<file path="config.mk">
export PLATFORM = sky130hd
export DESIGN_NAME = uart_tx_scheduler
export DESIGN_NICKNAME = d
export VERILOG_FILES = /design/src/rtl/uart_tx_scheduler.sv
export SDC_FILE = /design/constraint.sdc
export NUM_CORES = 1
export LEC_CHECK = 0
export CAP_MARGIN = 20
export CORE_MARGIN = 3
export CORE_UTILIZATION = 51
export DETAILED_ROUTE_END_ITERATION = 10
export MAX_ROUTING_LAYER = met4
export PLACE_DENSITY = 0.82
export RECOVER_POWER = 25
export SLEW_MARGIN = 40
export SYNTH_ARGS = -nofsm -noshare
export SYNTH_HDL_FRONTEND = slang
export SYNTH_SLANG_ARGS = --single-unit
</file>
<file path="constraint.sdc">
create_clock -name clk_9600_16 -period 4.4 [get_ports clk_9600_16]
set_input_delay 0.88 -clock clk_9600_16 [delete_from_list [all_inputs] [get_ports clk_9600_16]]
set_output_delay 0.88 -clock clk_9600_16 [all_outputs]
set_load 0.03 [all_outputs]
</file>
<file path="src/rtl/uart_tx_scheduler.sv">
// Round-robin arbiter sharing one UART transmitter between NREQ byte sources,
// with busy tracking, inter-byte gap, busy-rise timeout and baud clock-enable.
module uart_tx_scheduler #(
    parameter int NREQ         = 4,
    parameter int IDW          = 2,
    parameter int GAP_BITS     = 1,
    parameter int BUSY_TIMEOUT = 4
) (
    input  logic              clk_9600_16,
    input  logic              rst,
    input  logic [NREQ-1:0]   req,
    input  logic [8*NREQ-1:0] req_data,
    output logic [NREQ-1:0]   ack,
    output logic [7:0]        tx_din,
    output logic              tx_wr_en,
    input  logic              tx_busy,
    output logic              baud_ce,
    output logic [IDW-1:0]    grant_id,
    output logic              active,
    output logic              err,
    input  logic              err_clr
);

    localparam int TW = (BUSY_TIMEOUT < 1) ? 1 : $clog2(BUSY_TIMEOUT + 1);

    typedef enum logic [1:0] {
        IDLE,
        WAIT_BUSY,
        WAIT_DONE,
        GAP
    } state_t;

    state_t            state_q, state_d;
    logic [3:0]        baud_cnt_q, baud_cnt_d;
    logic              baud_ce_q, baud_ce_d;
    logic [IDW-1:0]    rr_q, rr_d;
    logic [3:0]        gap_q, gap_d;
    logic [TW-1:0]     to_q, to_d;
    logic [NREQ-1:0]   ack_q, ack_d;
    logic [7:0]        tx_din_q, tx_din_d;
    logic              tx_wr_en_q, tx_wr_en_d;
    logic [IDW-1:0]    grant_id_q, grant_id_d;
    logic              active_q, active_d;
    logic              err_q, err_d;

    logic              found;
    logic [IDW-1:0]    sel;
    logic [IDW:0]      idx;
    logic [IDW-1:0]    idx_n;

    always_comb begin
        baud_cnt_d = baud_cnt_q + 4'd1;
        baud_ce_d  = (baud_cnt_q == 4'd15);
    end

    // First pending requester at or above the rr pointer, wrapping modulo NREQ.
    always_comb begin
        found = 1'b0;
        sel   = '0;
        idx   = '0;
        idx_n = '0;
        for (int k = 0; k < NREQ; k++) begin
            idx = {1'b0, rr_q} + (IDW+1)'(k);
            if (idx >= (IDW+1)'(NREQ)) begin
                idx = idx - (IDW+1)'(NREQ);
            end
            idx_n = idx[IDW-1:0];
            if (!found && req[idx_n]) begin
                found = 1'b1;
                sel   = idx_n;
            end
        end
    end

    always_comb begin
        state_d    = state_q;
        rr_d       = rr_q;
        gap_d      = gap_q;
        to_d       = to_q;
        ack_d      = '0;
        tx_wr_en_d = 1'b0;
        tx_din_d   = tx_din_q;
        grant_id_d = grant_id_q;
        active_d   = active_q;
        err_d      = err_q;
        if (err_clr) begin
            err_d = 1'b0;
        end

        unique case (state_q)
            IDLE: begin
                active_d = 1'b0;
                if (found) begin
                    tx_din_d   = req_data[32'(sel)*8 +: 8];
                    tx_wr_en_d = 1'b1;
                    ack_d      = NREQ'(1) << sel;
                    grant_id_d = sel;
                    rr_d       = (sel == IDW'(NREQ-1)) ? '0 : sel + IDW'(1);
                    active_d   = 1'b1;
                    to_d       = '0;
                    state_d    = WAIT_BUSY;
                end
            end
            WAIT_BUSY: begin
                if (tx_busy) begin
                    state_d = WAIT_DONE;
                end else if (to_q == TW'(BUSY_TIMEOUT)) begin
                    err_d   = 1'b1;
                    gap_d   = 4'(GAP_BITS);
                    state_d = GAP;
                end else begin
                    to_d = to_q + TW'(1);
                end
            end
            WAIT_DONE: begin
                if (!tx_busy) begin
                    gap_d   = 4'(GAP_BITS);
                    state_d = GAP;
                end
            end
            GAP: begin
                if (gap_q == 4'd0) begin
                    active_d = 1'b0;
                    state_d  = IDLE;
                end else if (baud_ce_q) begin
                    gap_d = gap_q - 4'd1;
                    if (gap_q == 4'd1) begin
                        active_d = 1'b0;
                        state_d  = IDLE;
                    end
                end
            end
            default: state_d = IDLE;
        endcase
    end

    always_ff @(posedge clk_9600_16 or posedge rst) begin
        if (rst) begin
            state_q    <= IDLE;
            baud_cnt_q <= '0;
            baud_ce_q  <= 1'b0;
            rr_q       <= '0;
            gap_q      <= '0;
            to_q       <= '0;
            ack_q      <= '0;
            tx_din_q   <= '0;
            tx_wr_en_q <= 1'b0;
            grant_id_q <= '0;
            active_q   <= 1'b0;
            err_q      <= 1'b0;
        end else begin
            state_q    <= state_d;
            baud_cnt_q <= baud_cnt_d;
            baud_ce_q  <= baud_ce_d;
            rr_q       <= rr_d;
            gap_q      <= gap_d;
            to_q       <= to_d;
            ack_q      <= ack_d;
            tx_din_q   <= tx_din_d;
            tx_wr_en_q <= tx_wr_en_d;
            grant_id_q <= grant_id_d;
            active_q   <= active_d;
            err_q      <= err_d;
        end
    end

    assign ack      = ack_q;
    assign tx_din   = tx_din_q;
    assign tx_wr_en = tx_wr_en_q;
    assign baud_ce  = baud_ce_q;
    assign grant_id = grant_id_q;
    assign active   = active_q;
    assign err      = err_q;

endmodule

</file>
== Yosys cells after proc, flatten, opt, wreduce, memory -nomap -nowiden ==
Index checks and enable logic that the tools add are counted.
Cells by class
  muxes and demuxes: 51
  reductions and logical operators: 16
  magnitude comparators: 8
  shift-type cells: 2
  add/subtract/negate cells: 11
  eq/ne operators: 17
Operator list (count)
  2-bit two-way mux: 16
  32-bit by 6-bit indexed part select with 8-bit output: 1
  4-bit two-way mux: 7
  1-bit two-way mux: 17
  2-bit inequality test, second input constant: 7
  2-bit by 3-bit < comparator with 1-bit output, second input constant: 4
  4-bit case mux with 3 select lines: 1
  3-bit greater-or-equal comparator, second input constant: 3
  3-bit two-way mux: 3
  3-bit inequality test, second input constant: 3
  1-bit binary-select mux with 2-bit select: 4
  2-bit case mux with 4 select lines: 1
  2-bit by 1-bit subtractor with 2-bit output, second input constant: 4
  2-bit by 2-bit adder with 3-bit output, second input constant: 2
  2-bit == test, second input constant: 3
  3-bit case mux with 2 select lines: 1
  6-bit AND reduction: 1
  5-bit AND reduction: 1
  4-bit by 1-bit adder with 4-bit output, second input constant: 1
  4-bit by 1-bit == test with 1-bit output, second input constant: 1
  4-bit == test, second input constant: 1
  4-bit logical NOT: 1
  4-bit AND reduction: 1
  2-bit nonzero test: 2
  15 further kinds: 19
Storage, ports and cells
  flip-flop bits (word level): 33
  word-level logic and storage cells: 117
  output and inout bits: 18

== Depth between registers and ports, before layout ==
Gate-level depths: netlist of run 1.
  depth in word-level cells: 17
  depth in mapped cells: 7
  mapped depth without buffers: 7

== Worst setup path after synthesis of run 1 ==
No wires, ideal clock.
  path kind: input port to flip-flop
  start point: input port req[2]
  end point: register ack_q[0] (netlist: ack[0])
  arrival: 1981 ps
  library setup time: 119 ps
  data required time: 4281 ps
  stages on the path: 7
  setup slack: 2300 ps
  path buffers: 1
  cell sequence: mux2i_1 nor2_2 nor3_4 buf_6 inv_1 ha_1 and2_1
On the way
  longest elaborated chain between the ends: 15
  elaborated cells on any way between the ends: 25
  classes of those cells: shift (1); mux (18); reduce/logical (6)
Ends and longest elaborated chain
  from (decl): RTL line 11  | input logic [NREQ-1:0] req,
  1-bit binary-select mux with 2-bit select: RTL line 68  | if (!found && req[idx_n]) begin
  1-bit two-way mux (not written as such): RTL line 68
  1-bit two-way mux: RTL line 68
  1-bit logical NOT: RTL line 68
  1-bit logical AND: RTL line 68
  1-bit two-way mux: RTL line 68
  1-bit logical NOT: RTL line 68
  1-bit logical AND: RTL line 68
  1-bit two-way mux: RTL line 68
  1-bit logical NOT: RTL line 68
  1-bit logical AND: RTL line 68
  2-bit two-way mux (*): RTL line 68
  net sel[0]: RTL line 47  | logic [IDW-1:0] sel;
  1-bit by 2-bit << shifter with 4-bit output (*): RTL line 96  | ack_d = NREQ'(1) << sel;
  4-bit two-way mux (*): RTL line 93  | if (found) begin
  4-bit two-way mux (*): RTL line 90  | unique case (state_q)
  net ack_d[0]: RTL line 39  | logic [NREQ-1:0] ack_q, ack_d;
  to (signal assigned): RTL line 158  | ack_q <= ack_d;
  to (decl): RTL line 39
Mark *: on every way through the listed nets, which the timed path passes. The rest lies on a longest branch. The select of a mux whose other input is x is not followed.
A chain may end at the register's enable or synchronous reset.

== Final worst setup path of run 1 ==
  start point: input port req[2]
  end point: register ack_q[0] (netlist: ack[0])
On the way
  longest elaborated chain between the ends: 15
  elaborated cells on any way between the ends: 25
  classes of those cells: shift (1); mux (18); reduce/logical (6)
Ends and longest elaborated chain (RTL line)
  1-bit binary-select mux with 2-bit select: 68
  1-bit two-way mux (not written as such): 68
  1-bit two-way mux: 68
  1-bit logical NOT: 68
  1-bit logical AND: 68
  1-bit two-way mux: 68
  1-bit logical NOT: 68
  1-bit logical AND: 68
  1-bit two-way mux: 68
  1-bit logical NOT: 68
  1-bit logical AND: 68
  2-bit two-way mux: 68
  1-bit by 2-bit << shifter with 4-bit output: 96
  4-bit two-way mux (*): 93
  4-bit two-way mux (*): 90
  net ack_d[0]: 39
Marked as above.

==> out/qor.csv, run 1 <==
stage,metric,value,unit
run_status,status,finished clean,
sta,rsz0062_at_grt,no,
clocking,path_clk_slew,0.06,ns
clocking,ctsResizeCount,0,
placed_design,hpwl,3473,um
floorplanning,dieArea,4629,um^2
placed_design,place_area,2572,um^2
sta,slew_viol_final,0,
sta,maxSlewHeadroom,44.54,%
sta,fmax,0.3696,GHz
critical_path,cp.required,4.58,ns
final_layout,diodes,0,
route,wire_per_inst,15.22,um
power,ir_drop,323.7,uV
yosys,ys.flop_type,dfrtp_1,
route,drtAntennaViolNets,0,
sta,hold_slack,0.4548,ns
clocking,cts_hold_buf,0,
yosys,ys_seq_area_share,42.07,%
global_route,use_met3,5.090,%
route,dr.pass1.iters,4,
route,wl,4581,um
yosys,synthesis.nets,249,
yosys,synthCells,194,
yosys,yosysMostFrequentCell,dfrtp_1,
floorplanning,fp.dieH,68.04,um
placed_design,place.gp.congestion,0.8378,
clocking,cts.htree.levels,2,
clocking,clkLatencyLatePin,0.29,ns
yosys,synth_area,1963,um^2
yosys,synth-edff-count,0,
power,p_per_area,595.4,nW/um^2
sta,tns,0,ns
global_route,grt.busiest_layer,met2,
floorplanning,core,3521,um^2
global_route,overflow,0,
run,drv_cap,0,
clocking,cts_tree,yes,
clocking,numCtsBuffers,5,
yosys,synth_common_cells,"33 x dfrtp_1, 20 x nand2_1, 15 x ha_1",
route,drtIter0Drc,66,
global_route,grt_use_total,22.60,%
floorplanning,rows,21,
clocking,cts_root_buffer,clkbuf_8,
power,finalPower,1.592,mW
yosys,postSynth.asyncResetShare,100.0,%
sta,worst_slew_pin_slew,0.8310,ns
critical_path,cp-end-kind,flip-flop,
critical_path,cp_max_fo,14,
clocking,clockBufferDepth,2,
final_layout,syn2layout_area_growth,36.20,%
sta,post-route-period-util,61.50,%
sta,setup_violations,0,
global_route,antenna_found_initial,0,
critical_path,arrival,2.88,ns
placed_design,portBuffers,57,
route,num_vias,1647,
sta,hold_violations,0,
yosys,ys_warn_count,0,
final_layout,fin_area,2674,um^2
floorplanning,initial_utilization,55.76,%
final_layout,drive_above_1_share,7.843,%
route,drcViolationCount,0,
final_layout,final_util,75.94,%
global_route,use_met2,38.03,%
clocking,clock_sinks,33,
sta,fin_crit,2.706,ns
global_route,grt_pass1_vias,1613,
floorplanning,io_pins,58,
final_layout,layout.nets,309,
global_route,use_met1,26.09,%
sta,clock_skew,0.003623,ns
floorplanning,die_w,68.04,um
global_route,grt_first_pass_wirelength,7452,um
power,p_leak,1.186,nW
yosys,synth_top_area_share,42.07,%
yosys,ys_seq_elements,33,
critical_path,start_kind,input pin,
clocking,cts_setup_buffers,0,
hold_path,holdCritPathClass,reg -> reg,
critical_path,critical_path_class,in -> reg,
yosys,synth.area.top_cells,"dfrtp_1 42%, ha_1 9.6%, mux2i_1 5.6%",
yosys,yosys.area.top_type,dfrtp_1,
yosys,yosysUniqueCellTypes,45,
yosys,syn_area_per_cell,10.12,um^2
route,avgViaCountPerCell,5.472,
global_route,grt_start_max_net_pins,23,
-- kinds of logic after synthesis --
| logic type | count (synthesis) | share of synthesized area (%) |
|---|---|---|
| simple gates | 61 | 16.83 |
| compound gates | 47 | 18.42 |
| flops | 33 | 42.06 |
| buf+inv | 21 | 4.589 |
| fa+ha+maj | 15 | 9.560 |
| mux | 13 | 6.756 |
| xor+xnor | 4 | 1.785 |
-- routing by layer --
metal	share of wire (%)	vias to the layer above
met5	0	-
met4	1.7	0
met3	4.7	9
met2	50	47
met1	43	774
li1	-	817
-- placed cells by master, fill, tap and decap left out, types with 4 or more instances in the layout --
cell type	netlist	routed
clkbuf_8	0	7
clkdlybuf4s50_1	0	56
nand2b_1	5	5
a211o_1	7	7
ha_1	15	15
o211ai_1	8	8
nand4_1	7	7
dfrtp_1	33	33
o31ai_1	10	10
nor2_1	5	5
inv_1	14	14
nand2_1	20	20
o21ai_0	4	4
and2_1	5	5
mux2i_1	11	11
nor2b_1	5	5
-- cell type report --
class	count	area, um^2
clock buffer	7	96.34
clock inverter	1	5.005
fill	261	847.1
inverter	15	56.30
multi-input combinational	140	1047
sequential	33	825.8
tap	46	57.56
timing repair buffer	59	585.6
-- report_power, final --
part           switching (mW)  internal (mW)
logic                   0.492          0.369
registers              0.0748          0.405
clock network           0.111          0.141
-- registers in the layout, indices dropped and copies added, names as in the netlist --
name / flops
gap_q: 4
active: 1
to_q: 3
state_q: 2
rr_q: 2
ack: 4
tx_din: 8
err: 1
baud_ce: 1
tx_wr_en: 1
grant_id: 2
baud_cnt_q: 4
-- worst max-delay path, cell delays in order --
cell and delay, ns:
clkdlybuf4s50_1 0.47, mux2i_1 0.22, nor2_2 0.14, nor3_4 0.65
inv_1 0.16, ha_1 0.23, and2_1 0.13
-- path summary, 6_finish.rpt --
kind	startpoint	to	slack, ns	cells past startpoint
min in group asynchronous	rst	active	1.19	2
max in group asynchronous	rst	ack[0]	2.53	3
max reg2reg	rr_q[1]	ack[0]	2.29	6
min	baud_cnt_q[0]	baud_cnt_q[0]	0.45	1
max	req[2]	ack[0]	1.69	7
min reg2reg	baud_cnt_q[0]	baud_cnt_q[0]	0.45	1
-- per-stage QoR --
stage | setup WS [ns] | cells
after floorplan | 2.300 | 194
after global placement | 1.448 | 293
after detailed placement | 1.391 | 293
after CTS | 1.688 | 301
after global routing | 1.504 | 301
final | 1.694 | 301
No activity file was read; power rests on OpenSTA's default activity.
==> inputs of run 2 (changes only) <==
- CORE_UTILIZATION: 51 -> 43
- PLACE_DENSITY: 0.82 -> 0.74
- clock period: 4.4 -> 2.2 ns (I/O delays scaled with it)
==> run 2 against run 1 <==
  * Global-route usage fell by 2.9 points
  * Clock skew increased by 0.0039 ns
  * Critical path depth is the same
  * Wire length increased by 0.13%
  * Worst hold slack improved by 0.0070 ns
  * Cell count up 5.3%
  * Power is 100% higher
  * Core utilization decreased by 10 points
  * Count of clock-buffer cells in the layout unchanged
  * Critical endpoint is now gap_q[0]
==> out/qor.csv, run 2 (same netlist as run 1, synthesis figures left out) <==
stage,metric,value,unit,change
run_status,status,finished clean,,unchanged
final_layout,syn2layout_area_growth,40.92,%,was 36.20%
global_route,grt_use_total,19.72,%,was 22.60%
placed_design,place_area,2668,um^2,was 2572 um^2
sta,fin_crit,2.006,ns,
floorplanning,die_w,73.57,um,was 68.04 um
power,p_leak,1.244,nW,was 1.186 nW
clocking,cts_hold_buf,0,,unchanged
sta,rsz0062_at_grt,no,,unchanged
clocking,cts_root_buffer,clkbuf_8,,unchanged
route,drcViolationCount,0,,unchanged
clocking,numCtsBuffers,5,,unchanged
hold_path,min_delay_path_depth,1,,unchanged
placed_design,place.gp.congestion,0.8895,,was 0.8378
critical_path,start_kind,flip-flop,,was input pin
clocking,ctsResizeCount,0,,unchanged
hold_path,hold_end,baud_cnt_q[0],,unchanged
critical_path,r2r_cells,7,,was 6
final_layout,layout.nets,321,,was 309
final_layout,final_cell_mix,"56 x clkdlybuf4s50_1, 33 x dfrtp_1, 20 x nand2_1, 15 x ha_1, 14 x inv_1",,unchanged
global_route,grt_first_pass_wirelength,7914,um,was 7452 um
final_layout,drive_above_1_share,11.99,%,was 7.843%
global_route,overflow,0,,unchanged
critical_path,r2r_start,state_q[1],,was rr_q[1]
critical_path,r2r_setup_slack,0.19,ns,was 2.29 ns
floorplanning,initial_utilization,46.72,%,was 55.76%
sta,post-route-period-util,91.19,%,
final_layout,final_common_cell,clkdlybuf4s50_1,,unchanged
power,ir_drop,507.6,uV,was 323.7 uV
sta,clock_skew,0.007522,ns,was 0.003623 ns
sta,worst_slew_pin_slew,0.8262,ns,was 0.8310 ns
route,wl,4587,um,was 4581 um
critical_path,r2r_end,gap_q[0],,was ack[0]
sta,hold_slack,0.4619,ns,was 0.4548 ns
sta,slew_viol_final,0,,unchanged
hold_path,worstHoldStart,baud_cnt_q[0],,unchanged
clocking,cts.htree.levels,2,,unchanged
route,drtAntennaViolNets,0,,unchanged
sta,maxSlewHeadroom,44.92,%,was 44.54%
final_layout,largest_reg_flops,8,,unchanged
route,wire_per_inst,14.47,um,was 15.22 um
sta,tns,0,ns,unchanged
sta,setup_violations,0,,unchanged
sta,fmax,0.4985,GHz,
clocking,cts_tree,yes,,unchanged
floorplanning,io_pins,58,,unchanged
placed_design,portBuffers,57,,unchanged
floorplanning,fp.dieH,73.57,um,was 68.04 um
floorplanning,rows,23,,was 21
run,drv_cap,0,,unchanged
critical_path,cp_max_fo,8,,was 14
route,num_vias,1685,,"was 1,647"
sta,hold_violations,0,,unchanged
floorplanning,dieArea,5412,um^2,was 4629 um^2
final_layout,fin_area,2766,um^2,was 2674 um^2
power,p_per_area,1173,nW/um^2,was 595.4 nW/um^2
route,drtIter0Drc,70,,was 66
critical_path,cp.required,2.37,ns,was 4.58 ns
route,dr.pass1.iters,4,,unchanged
critical_path,critical_path_class,reg -> reg,,was in -> reg
final_layout,diodes,0,,unchanged
placed_design,hpwl,3436,um,was 3473 um
power,finalPower,3.246,mW,was 1.592 mW
placed_design,dp_slack,-0.03659,ns,was 1.391 ns
clocking,clkLatencyLatePin,0.28,ns,was 0.29 ns
critical_path,arrival,2.17,ns,was 2.88 ns
global_route,grt_start_max_net_pins,34,,was 23
hold_path,holdCritPathClass,reg -> reg,,unchanged
floorplanning,core,4202,um^2,was 3521 um^2
global_route,antenna_found_initial,0,,unchanged
sta,finalWorstSetupSlack,0.1939,ns,was 1.694 ns
clocking,clockBufferDepth,2,,unchanged
global_route,grt_pass1_vias,1702,,"was 1,613"
clocking,path_clk_slew,0.07,ns,was 0.06 ns
route,avgViaCountPerCell,5.315,,was 5.472
clocking,clock_sinks,33,,unchanged
clocking,cts_setup_buffers,0,,unchanged
critical_path,cp-end-kind,flip-flop,,unchanged
-- run 2: final cells by class --
cell class              instances  area (um^2)
repair buffers                 71        673.1
clock buffers                   7        96.34
inverters                      15        56.30
clock inverters                 1        5.005
flip-flops and latches         33        825.8
multi-input cells             140         1047
fillers                       357         1435
well taps                      50        62.56
-- run 2: critical path, cell delays in order (launching register included) --
cell	delay (ns)
dfrtp_1	0.40
inv_1	0.10
ha_1	0.28
a21boi_1	0.16
o22ai_1	0.25
nand2b_1	0.11
nor2b_1	0.23
mux2_1	0.35
-- run 2: power breakdown --
part	switching, mW	total [mW]	internal (mW)
combinational	0.993	1.79	0.798
sequential	0.144	0.953	0.809
clock	0.219	0.502	0.283
total	1.36	3.25	1.89
-- run 2: routing by layer --
| layer | routed length, um | vias up | GRT usage (%) |
|---|---|---|---|
| li1 | - | 847 | - |
| met1 | 2192 | 777 | 26.51 |
| met2 | 2084 | 57 | 28.44 |
| met3 | 258 | 4 | 6.156 |
| met4 | 51 | 0 | 6.036 |
| met5 | 0 | - | - |
-- run 2: worst max-delay path by stage --
stage | depth (start not counted) | end | from
after global routing | 7 | gap_q[0] | state_q[1]
after floorplan | 7 | gap_q[0] | state_q[1]
after CTS | 7 | gap_q[0] | state_q[1]
after global placement | 7 | tx_din[7] | req[3]
final | 7 | gap_q[0] | state_q[1]
after detailed placement | 7 | tx_din[6] | req[2]
-- run 2: through the flow --
stage	util [%]	cells
6_report	65.84	317
5_1_grt	65.84	317
4_1_cts	65.90	317
3_5_place_dp	63.49	309
3_3_place_gp	63.49	309
2_1_floorplan	-	194
==> inputs of run 3 (changes only) <==
- TNS_END_PERCENT: unset -> 1
==> results of run 3 <==
No change in the layout: final DEF, timing and power equal those of run 2.
